[src/rtl/router_out_fifo.sv]
// Per-port output buffer of the 1x3 router; stores header-tagged packet bytes.
// Latency: 1 cycle from accepted read to data_out; full/empty are combinational.
// Backpressure: writes while full are dropped, reads while empty are ignored.
//
// Ports:
//   clk, rst (sync, active-low), soft_reset (sync flush, active-high)
//   write_enb/lfd_state/data_in : write side, lfd_state tags a header byte
//   read_enb/data_out           : read side, data_out registered
//   full, empty                 : occupancy flags for the synchronizer
//   level (only with ROUTER_FIFO_LEVEL_EN defined) : current entry count
module router_out_fifo #(
  parameter int WIDTH = 8,
  parameter int DEPTH = 16,
  parameter int AW    = $clog2(DEPTH)
) (
  input  logic             clk,
  input  logic             rst,
  input  logic             soft_reset,
  input  logic             write_enb,
  input  logic             read_enb,
  input  logic             lfd_state,
  input  logic [WIDTH-1:0] data_in,
  output logic [WIDTH-1:0] data_out,
  output logic             full,
  output logic             empty
`ifdef ROUTER_FIFO_LEVEL_EN
  ,
  output logic [AW:0]      level
`endif
);

  localparam logic [AW:0]      PTR_ONE = 1;
  localparam logic [WIDTH-2:0] CNT_ONE = 1;

  // Bit WIDTH of each entry is the header marker captured with the byte.
  logic [WIDTH:0]   mem [DEPTH];
  logic [AW:0]      wr_ptr;
  logic [AW:0]      rd_ptr;
  logic [WIDTH-2:0] pkt_cnt;
  logic [WIDTH:0]   rd_word;
  logic [WIDTH-2:0] hdr_cnt;
  logic             wr_acc;
  logic             rd_acc;
  logic             flush;

  assign flush   = !rst || soft_reset;
  assign empty   = (wr_ptr == rd_ptr);
  assign full    = (wr_ptr[AW-1:0] == rd_ptr[AW-1:0]) && (wr_ptr[AW] != rd_ptr[AW]);
  assign wr_acc  = write_enb && !full;
  assign rd_acc  = read_enb && !empty;
  assign rd_word = mem[rd_ptr[AW-1:0]];
  // Header carries payload length; +1 covers the trailing parity byte.
  assign hdr_cnt = {1'b0, rd_word[WIDTH-1:2]} + CNT_ONE;

`ifdef ROUTER_FIFO_LEVEL_EN
  assign level = wr_ptr - rd_ptr;
`endif

  // Storage is not cleared on flush: stale entries are unreachable while empty.
  always_ff @(posedge clk) begin
    if (!flush && wr_acc) begin
      mem[wr_ptr[AW-1:0]] <= {lfd_state, data_in};
    end
  end

  always_ff @(posedge clk) begin
    if (flush) begin
      wr_ptr   <= '0;
      rd_ptr   <= '0;
      pkt_cnt  <= '0;
      data_out <= '0;
    end else begin
      if (wr_acc) begin
        wr_ptr <= wr_ptr + PTR_ONE;
      end
      if (rd_acc) begin
        rd_ptr   <= rd_ptr + PTR_ONE;
        data_out <= rd_word[WIDTH-1:0];
        // A header always reloads, even mid-packet, so a malformed stream resyncs.
        if (rd_word[WIDTH]) begin
          pkt_cnt <= hdr_cnt;
        end else if (pkt_cnt != '0) begin
          pkt_cnt <= pkt_cnt - CNT_ONE;
        end
      end else if (pkt_cnt == '0) begin
        // Outside a packet the port idles at zero.
        data_out <= '0;
      end
    end
  end

endmodule
[config.mk]
export PLATFORM = sky130hd
export DESIGN_NAME = router_out_fifo
export DESIGN_NICKNAME = d
export VERILOG_FILES = /design/src/rtl/router_out_fifo.sv
export SDC_FILE = /design/constraint.sdc
export NUM_CORES = 1
export LEC_CHECK = 0
export BUFFER_PORTS_ARGS = -buffer_cell sky130_fd_sc_hd__buf_2
export CAP_MARGIN = 0
export CORE_ASPECT_RATIO = 1.75
export CORE_MARGIN = 4
export CORE_UTILIZATION = 50
export CTS_BUF_LIST = sky130_fd_sc_hd__clkbuf_2
export CTS_CLUSTER_SIZE = 20
export DETAILED_ROUTE_END_ITERATION = 16
export PLACE_DENSITY = 0.76
export SLEW_MARGIN = 20
export SYNTH_ARGS = -nofsm -noshare
export SYNTH_HDL_FRONTEND = slang
export SYNTH_SLANG_ARGS = --single-unit
export TNS_END_PERCENT = 10
[constraint.sdc]
create_clock -name clk -period 2.9 [get_ports clk]
set_clock_uncertainty 0.15 [all_clocks]
set_input_delay 0.145 -clock clk [delete_from_list [all_inputs] [get_ports clk]]
set_output_delay 0.145 -clock clk [all_outputs]
set_load 0.05 [all_outputs]
; After elaboration in Yosys (flattened, before gate mapping)
; Memories as Yosys holds them, arrays and structs flattened. A register that Yosys moved wholly into a read port is not among the register bits.
; Cells that the tools add are included.
[op_classes]
n_addsub = 4
n_eq_ne = 3
n_mux = 8
reduce_logical = 14
[ops]
columns = cell, count
row1 = $mux W8, 2
row2 = $mux W7, 2
row3 = $add A5 B1 Y5 const B, 2
row4 = $mux W4, 2
row5 = $add A6 B1 Y7 const B, 1
row6 = $logic_not A7 Y1, 1
row7 = $reduce_bool A7 Y1, 1
row8 = $sub A7 B1 Y7 const B, 1
row9 = $eq A5 B5 Y1, 1
row10 = $eq A4 B4 Y1, 1
row11 = $logic_and A1 B1 Y1, 4
row12 = $logic_not A1 Y1, 4
row13 = $reduce_bool A2 Y1, 2
row14 = $mux W1, 2
row15 = $reduce_and A2 Y1, 1
row16 = $logic_or A1 B1 Y1, 1
row17 = $ne A1 B1 Y1, 1
[word_totals]
regBits = 25
mem_bits_rw = 144
input_bits = 14
out_inout_bits = 10
n_memories = 1
[memory_table]
columns = name, words, word_bits, read_ports, rd_ports_with_merged_regs, write_ports, line
row1 = mem, 16, 9, 1, 1, 1, 36  ; logic [WIDTH:0] mem [DEPTH];

; Longest topological paths before layout
; Gate-level depths: netlist of run 1.
[depth]
word_depth = 7
depth_mapped = 9
depth_no_buf = 8

; Worst setup path after synthesis of run 1
; OpenSTA, ideal clock, no wires.
[synth_path]
kind = flip-flop to flip-flop
from = register wr_ptr[3]
to = memory mem[3][0] in the netlist's numbering, enable pin
setup_time_ns = 0.387
arrival_ns = 1.942
setup_slack_ns = 0.422
path_stages_with_launch = 8
path_buffers = 2
period_less_slack_ns = 2.478
cell_sequence = dfxtp_1 buf_2 xnor2_1 nand4_1 o21a_1 clkbuf_1 nand3_1 nor3_1
[synth_via]
elab_chain_len = 7
[synth_lines]
columns = item, line
row1 = start: declaration, 37  ; logic [AW:0] wr_ptr;
row2 = start signal: assignment, 74  ; wr_ptr <= wr_ptr + PTR_ONE;
row3 = $eq A4 B4 Y1, 48  ; assign full = (wr_ptr[AW-1:0] == rd_ptr[AW-1:0]) && (wr_ptr[AW] != rd_ptr[AW]);
row4 = $logic_and A1 B1 Y1, 48
row5 = $logic_not A1 Y1, 49  ; assign wr_acc = write_enb && !full;
row6 = $logic_and A1 B1 Y1, 49
row7 = $logic_and A1 B1 Y1, 61  ; if (!flush && wr_acc) begin
row8 = $mux W1, 61
row9 = $mux W1 (implied by the code), 62  ; mem[wr_ptr[AW-1:0]] <= {lfd_state, data_in};
row10 = end: declaration, 36
; Several ways; a longest one is shown, not always the timed one.

==> results.yml, run 1 <==
worst_setup_path:
  critPathMaxFanout: 36
  startpoint_type: "register"
  crit_type: "reg -> reg"
  cp_data_required_time_ps: 3420
  worst_ep_arrival_time_ps: 3150
  cp-end-kind: "register"
floorplan:
  chipWidth_um: 97.4
  fp.dieH_um: 165
  die-area_um2: 16000
  start_util_pct: 50.6
  coreArea_um2: 13800
  core.rowCount: 57
  ios: 24
placement:
  preCtsSetupSlack_ps: 304
  globalplace.congestion: 0.826
  place_inst: 609
  dpl_cell_area_um2: 7380
  dpl.hpwl_mm: 9.05
  numPortBuffers: 23
power:
  vdd_drop_max_mv: 0.221
  power_density_nw_per_um2: 524
  power.leakage_nw: 2.48
sta:
  rsz0062_at_grt: "no"
  worstMarginPinSlew_ps: 950
  fin_setup_tns_ps: 0
  fin_crit_ps: 2640
  hold_viol_final: 0
  setup_viol: 0
  fmax_ghz: 0.379
  worst_slew_margin_rel_pct: 36.7
  slew_viol_final: 0
  fin_crit_sh_pct: 90.9
  worst_slack_ps: 263
detailed_routing:
  ant_nets: 0
  num_vias: 3759
  firstDrtPassIters: 5
  post_drt_wl_per_cell_um: 20.4
  vias_per_cell: 5.74
  drt_iter0_drc: 259
  drc_errors: 0
  wl_mm: 13.3
yosys:
  synth_nets: 431
  synth-edff-count: 144
  synth_common_cells: "edfxtp_1, nor2_1, dfxtp_1, mux4_2, nand2_1"
  synth_area_leaders: "edfxtp_1, mux4_2, dfxtp_1"
  yosys_warnings: 0
  ys_types: 42
  ys.flop_type: "edfxtp_1"
  netlist_area_um2: 7000
  synth.most_common_cell: "edfxtp_1"
  postSynthAreaPerCell_um2: 17.1
  synth_top_cell_area_share_pct: 61.8
  ys_ff_latch: 173
  synthCells: 410
  synth_top_area_cell: "edfxtp_1"
  ys_async_sr_fraction_pct: 0
  synth-seq-area-share_pct: 70.1
outcome:
  status: "complete, no violations"
cts:
  cts_tree: "yes"
  clk_latency_ps: 720
  cts_resized: 0
  hold_buffers: 13
  clock-sinks: 173
  cts_buffers: 17
  clkTransAtPathRegs_ps: 270
  clockRootBuffer: "clkbuf_2"
  htree_levels: 4
  post_cts_buffers: 0
  cts.path.max_buffers: 2
global_routing:
  grt_overflow_total: 0
  grt_usage_pct: 17.4
  grt_pass1_vias: 3892
  grt_pass1_wl_mm: 21.0
  grt_max_degree: 37
  antenna_found_initial: 1
final_layout:
  fin_area_um2: 7750
  drive_above_1_share_pct: 23.1
  syn_to_final_growth_pct: 10.8
  final_nets: 485
  finalNonFillerCells: 655
hold_path:
  min_path_type: "in -> reg"
run:
  cap_violations: 0
through the flow:
stage / hold slack, ps / power (mW) / utilization [%]
2_1_floorplan: 93.9 / 2.85 / -
3_3_place_gp: 303 / 2.90 / 53.4
3_5_place_dp: 311 / 2.91 / 53.4
6_report: 80.9 / 4.06 / 56.0
5_1_grt: 12.8 / 4.22 / 56.0
4_1_cts: 26.1 / 4.09 / 56.0
cells by family after synthesis:
| family | synth area share [%] |
|---|---|
| xor+xnor | 2.13 |
| fa+ha+maj | 1.25 |
| buf+inv | 2.04 |
| flops | 70.1 |
| mux | 13.3 |
| compound gates | 4.68 |
| simple gates | 6.53 |
critical path, stage by stage (launching register included):
cell and delay, ps:
dfxtp_2 410, buf_12 260, mux4_2 540, a22oi_1 270
nand2_2 140, ha_1 240, xnor2_1 140, a211o_1 280
a21oi_1 120
worst paths after layout:
kind	startpoint	to	slack, ps	cells after the start
worst min register to register	data_out[1]	data_out[1]	330	2
worst max-delay path	register	pkt_cnt[2]	260	8
worst max register to register	register	pkt_cnt[2]	260	8
worst min-delay path	rst	mem[7][0]	80	4
routing by layer:
layer  vias to the layer above  global-route usage (%)  share of wire, %
li1                       1724                       -                 -
met2                        94                    31.9                57
met5                         -                       0                 0
met1                      1929                    19.9                38
met4                         0                    6.55               1.3
met3                        12                    3.51               3.5
sequential cells by signal, indices dropped and copies added (netlist names), named ones only:
register  count
pkt_cnt       7
wr_ptr        5
mem         144
data_out      8
rd_ptr        5
report_power, final:
part	internal, mW	switching, mW
registers	2.70	0.00561
clock network	0.275	0.917
logic	0.0640	0.103
total	3.04	1.03
layout by cell type (no fill, tap or decap), drive strengths merged, types with 13 or more instances in the layout:
cell type / count
mux4: 39
nand3: 16
buf: 43
nand2: 26
dfxtp: 29
nor2: 30
a21oi: 19
clkbuf: 17
dlygate4sd3: 13
edfxtp: 144
cell type report:
class	count	area [um^2]
multi-input combinational	212	1950
inverter	4	15.0
clock inverter	15	150
clock buffer	17	85.1
timing repair buffer	56	420
antenna	1	2.50
tap	177	221
sequential	173	4910
fill	1091	6080
Power figures use the tool's default switching activity.
==> inputs of run 2 (changes only) <==
--- a/config.mk
+++ b/config.mk
@@ -5,6 +5,7 @@
 export SDC_FILE = /design/constraint.sdc
 export NUM_CORES = 1
 export LEC_CHECK = 0
+export ABC_AREA = 1
 export BUFFER_PORTS_ARGS = -buffer_cell sky130_fd_sc_hd__buf_2
 export CAP_MARGIN = 0
 export CORE_ASPECT_RATIO = 1.75
==> run 2 against run 1 <==
  * Largest cell class unchanged
  * Worst hold slack gained 100 ps
  * First-iteration DRC count grew 77%
  * Fmax shrank 1.2%
  * Highest routed layer unchanged
  * Clock power grew 10%
  * Utilization shrank 0.70 points
  * Via count grew 40%
  * Design area grew 5.4%
==> results.yml, run 2 <==
cts:
  cts_tree: "yes"
  cts_buffers: 17
  clk_latency_ps: 700
  htree_levels: 4
  post_cts_buffers: 0
  clockRootBuffer: "clkbuf_2"
  clkTransAtPathRegs_ps: 220
  cts.path.max_buffers: 2
  clock-sinks: 173
sta:
  worst_slack_ps: 230
  worstMarginPinSlew_ps: 1030
  rsz0062_at_grt: "no"
  fin_setup_tns_ps: 0
  fin_crit_ps: 2670
  worst_slew_margin_rel_pct: 31.1
  timing.hold.ws_ps: 181
  hold_viol_final: 0
  fin_crit_sh_pct: 92.1
  fmax_ghz: 0.374
  setup_viol: 0
  slew_viol_final: 0
detailed_routing:
  firstDrtPassIters: 5
  drt_iter0_drc: 459
  vias_per_cell: 5.38
  wl_mm: 16.6
  ant_nets: 0
  drc_errors: 0
  num_vias: 5247
  post_drt_wl_per_cell_um: 17.0
power:
  power.leakage_nw: 3.26
  pwr-share-seq_pct: 62.8
  power_density_nw_per_um2: 528
  power_frac_comb_pct: 6.8
  vdd_drop_max_mv: 0.357
  power_mw: 4.32
  power_switching_mw: 1.04
  power_switching_share_pct: 24.1
  pwr-share-clk_pct: 30.4
  p_int_mw: 3.28
hold_path:
  min_path_type: "in -> reg"
  worstHoldStart: "write_enb"
placement:
  preCtsSetupSlack_ps: 212
  dpl_cell_area_um2: 7770
  globalplace.congestion: 0.922
  dpl.hpwl_mm: 11.0
  numPortBuffers: 23
  place_inst: 929
final_layout:
  final_nets: 800
  layout_commonest_cell: "nand2_1"
  largest_reg_flops: 144
  syn_to_final_growth_pct: 9.04
  mostFrequentLayoutCells: "nand2_1, edfxtp_1, nand3_1"
  final_core_util_pct: 55.3
  drive_above_1_share_pct: 11.9
  fin_area_um2: 8170
  finalNonFillerCells: 976
yosys:
  ys_async_sr_fraction_pct: 0
  yosys_warnings: 0
  netlist_area_um2: 7490
  postSynthAreaPerCell_um2: 10.2
  synth.most_common_cell: "nand2_1"
  synth_nets: 752
  synth_area_leaders: "edfxtp_1, nand2_1, dfxtp_1"
  ys_types: 30
  ys.flop_type: "edfxtp_1"
  synthCells: 731
  synth_common_cells: "nand2_1, edfxtp_1, nand3_1, inv_1, nor2_1"
  ys_ff_latch: 173
  synth_top_area_cell: "edfxtp_1"
  synth-edff-count: 144
  synth_top_cell_area_share_pct: 57.7
  synth-seq-area-share_pct: 65.5
floorplan:
  start_util_pct: 50.7
  ios: 24
  fp.dieH_um: 170
  die-area_um2: 17100
  chipWidth_um: 101
  core.rowCount: 59
  coreArea_um2: 14800
worst_setup_path:
  cp-end-kind: "register"
  crit_type: "reg -> reg"
  critPathMaxFanout: 8
  crit_path_start: "wr_ptr[0]"
  startpoint_type: "register"
  r2r_start: "wr_ptr[0]"
  worst_ep_arrival_time_ps: 2970
  cp_data_required_time_ps: 3200
global_routing:
  grt_max_degree: 55
  grt_overflow_total: 0
  grt_pass1_wl_mm: 26.1
  grt_pass1_vias: 5047
  grt_usage_pct: 20.2
  antenna_found_initial: 1
outcome:
  status: "complete, no violations"
run:
  cap_violations: 0
[run 2: final cells by class]
cell class / count / area, um^2
Fill cell: 1260 / 6600
Sequential cell: 173 / 4910
Multi-Input combinational cell: 460 / 2090
Timing Repair Buffer: 59 / 420
Inverter: 68 / 263
Tap cell: 183 / 229
Clock inverter: 14 / 166
Clock buffer: 18 / 90.1
Antenna cell: 1 / 2.50
[run 2: routing by layer]
metal	vias to the layer above	part of all wire (%)	track usage [%]
li1	2546	-	-
met3	55	5.0	2.95
met1	2447	37	23.0
met5	-	0	0
met2	199	54	36.1
met4	0	4.2	10.7
[run 2: power by group through the flow]
stage / logic, mW / clock network [mW] / registers, mW
final: 0.293 / 1.31 / 2.71
after CTS: 0.294 / 1.33 / 2.71
after detailed placement: 0.279 / 0 / 2.76
after floorplan: 0.184 / 0 / 2.77
after global routing: 0.328 / 1.43 / 2.71
after global placement: 0.277 / 0 / 2.76
[run 2: worst paths after layout]
kind	endpoint	slack, ps	cells after the start
min reg2reg	data_out[2]	330	2
max	mem[11][2]	230	9
max reg2reg	mem[11][2]	230	9
min	wr_ptr[0]	180	4
[run 2: cells by family after synthesis]
family          synth area share (%)
compound gates                  5.34
buf+inv                         6.61
simple gates                    20.7
fa+ha+maj                       1.17
xor+xnor                       0.702
flops                           65.5
[run 2: what timing repair did]
action	CTS	global route
hold buffers	14	0
gates resized for setup	0	0
endpoints found under the hold margin	173	0
[run 2: worst max-delay path, cell delays in order, from the launching register on]
cell     delay [ps]
dfxtp_1         470
xor2_1          170
nor2_1           70
nand2_1          60
or2_2           120
nand2_2         100
inv_1           100
nand2_1         110
nor3_1          800
buf_4           280
==> inputs of run 3 (changes only) <==
--- a/config.mk
+++ b/config.mk
@@ -14,8 +14,8 @@
 export CTS_BUF_LIST = sky130_fd_sc_hd__clkbuf_2
 export CTS_CLUSTER_SIZE = 20
 export DETAILED_ROUTE_END_ITERATION = 16
+export MAX_ROUTING_LAYER = met4
 export PLACE_DENSITY = 0.76
-export SLEW_MARGIN = 20
 export SYNTH_ARGS = -nofsm -noshare
 export SYNTH_HDL_FRONTEND = slang
 export SYNTH_SLANG_ARGS = --single-unit
==> run 3 against run 2 <==
  * First-iteration DRC count is 5.4% lower
  * Worst setup slack better by 11 ps
  * Total power barely moved
  * Critical path type unchanged
  * Clock power about the same
  * Global-route usage grew 0.59 points
  * Critical path depth did not move
  * Highest routed layer unchanged
  * Die area stayed put
  * Design area did not move
  * Cell count did not move
  * Routed wire length about the same
  * Non-clock buffer count unchanged
==> results.yml, run 3 (same netlist as run 2, synthesis figures left out) <==
global_routing:
  grt_pass1_wl_mm: 26.1
  met3_usage_pct: 2.95
  grt_usage_pct: 20.8
  grt_pass1_vias: 5027
  met1_usage_pct: 23.1
  grt.busiest_layer: "met2"
  grt_overflow_total: 0
  gr-usage-met2_pct: 36.0
  antenna_found_initial: 1
  grt_max_degree: 55
cts:
  cts_tree: "yes"
  clock-sinks: 173
  clockRootBuffer: "clkbuf_2"
  clk_latency_ps: 710
  clkTransAtPathRegs_ps: 220
  cts_buffers: 17
  post_cts_buffers: 0
  cts_resized: 0
  htree_levels: 4
  cts.path.max_buffers: 2
floorplan:
  chipWidth_um: 101
  fp.dieH_um: 170
  coreArea_um2: 14800
  start_util_pct: 50.7
  core.rowCount: 59
  die-area_um2: 17100
  ios: 24
worst_setup_path:
  r2r-end: "mem[11][2]"
  r2r_start: "wr_ptr[0]"
  path_buf_inv: 2
  cp_top_family: "simple AND/OR/NAND/NOR gates"
  crit_path_start: "wr_ptr[0]"
  r2r_slack_ps: 240
  critPathMostFrequentCell: "nand2_1"
  cp-endpoint: "mem[11][2]"
  worst_ep_arrival_time_ps: 2960
  startpoint_type: "register"
  critPathMaxFanout: 8
  cp_slowest_stage_delay_ps: 800
  cp.depth: 9
  cp_slowest_cell: "nor3_1"
  cp_data_required_time_ps: 3200
  path_cells: "xor2_1 > nor2_1 > nand2_1 > or2_2 > nand2_2 > inv_1 > nand2_1 > nor3_1 > buf_4"
  reg2reg_depth: 9
  cp-end-kind: "register"
  crit_type: "reg -> reg"
outcome:
  status: "complete, no violations"
final_layout:
  regArea_um2: 4910
  drive_above_1_share_pct: 11.9
  nFillCells: 1260
  syn_to_final_growth_pct: 9.04
  multi_input_area_um2: 2090
  largest_reg_flops: 144
  final_core_util_pct: 55.3
  final_nets: 800
  finalNonFillerCells: 976
  layout_commonest_cell: "nand2_1"
  mostFrequentLayoutCells: "nand2_1, edfxtp_1, nand3_1"
sta:
  fin_setup_tns_ps: 0
  fmax_ghz: 0.376
  worst_slew_margin_rel_pct: 31.0
  slew_viol_final: 0
  hold_viol_final: 0
  worstMarginPinSlew_ps: 1030
  setup_viol: 0
  fin_crit_sh_pct: 91.7
  rsz0062_at_grt: "no"
  fin_crit_ps: 2660
detailed_routing:
  drc_errors: 0
  drt_iter0_drc: 434
  vias_per_cell: 5.37
  post_drt_wl_per_cell_um: 17.0
  wl_mm: 16.6
  firstDrtPassIters: 5
  ant_nets: 0
  num_vias: 5242
power:
  power_mw: 4.31
  vdd_drop_max_mv: 0.354
  power_density_nw_per_um2: 528
  power.leakage_nw: 3.26
hold_path:
  min_path_type: "in -> reg"
placement:
  globalplace.congestion: 0.938
  numPortBuffers: 23
  place_inst: 929
  dpl.hpwl_mm: 11.0
run:
  cap_violations: 0
run 3: worst min path at each step:
stage | start | end | slack (ps) | cells past startpoint
after floorplan | data_in[0] | mem[0][0] | 90 | 0
after global placement | data_out[6] | data_out[6] | 300 | 2
after detailed placement | data_out[7] | data_out[7] | 300 | 2
after CTS | write_enb | wr_ptr[0] | 140 | 4
after global routing | data_in[7] | mem[9][7] | 150 | 2
final | write_enb | wr_ptr[0] | 190 | 4
run 3: worst register-to-register path: stages (launching register included):
cell     delay, ps
dfxtp_1        470
xor2_1         170
nor2_1          70
nand2_1         60
or2_2          120
nand2_2        100
inv_1           90
nand2_1        110
nor3_1         800
buf_4          280
run 3: layout make-up:
class	instances	share of cell area, %
sequential	173	60.1
timing repair buffer	59	5.15
multi-input combinational	460	25.6
clock inverter	14	2.04
antenna	1	0.0306
tap	183	2.80
inverter	68	3.22
clock buffer	18	1.10
run 3: routing by layer:
layer | share of wire [%] | vias up
li1 | - | 2542
met1 | 37 | 2455
met2 | 54 | 188
met3 | 4.8 | 57
met4 | 4.2 | 0
met5 | 0 | -
run 3: metrics by stage:
stage / setup slack [ps] / area [um^2] / hold slack [ps]
floorplan: 700 / 7490 / 93.9
global placement: 331 / 7770 / 300
detailed placement: 212 / 7770 / 303
CTS: 182 / 8170 / 140
global route: 51.1 / 8170 / 150
finish: 241 / 8170 / 187
run 3: power by group:
part	switching, mW	total [mW]	internal [mW]
Sequential	0.00867	2.71	2.70
Combinational	0.207	0.293	0.0868
Clock	0.823	1.31	0.488
run 3: what timing repair did:
| item | in CTS | in global routing |
|---|---|---|
| hold buffers | 14 | 0 |
| endpoints found under the hold margin | 173 | 0 |
| setup endpoints to repair | 0 | 0 |
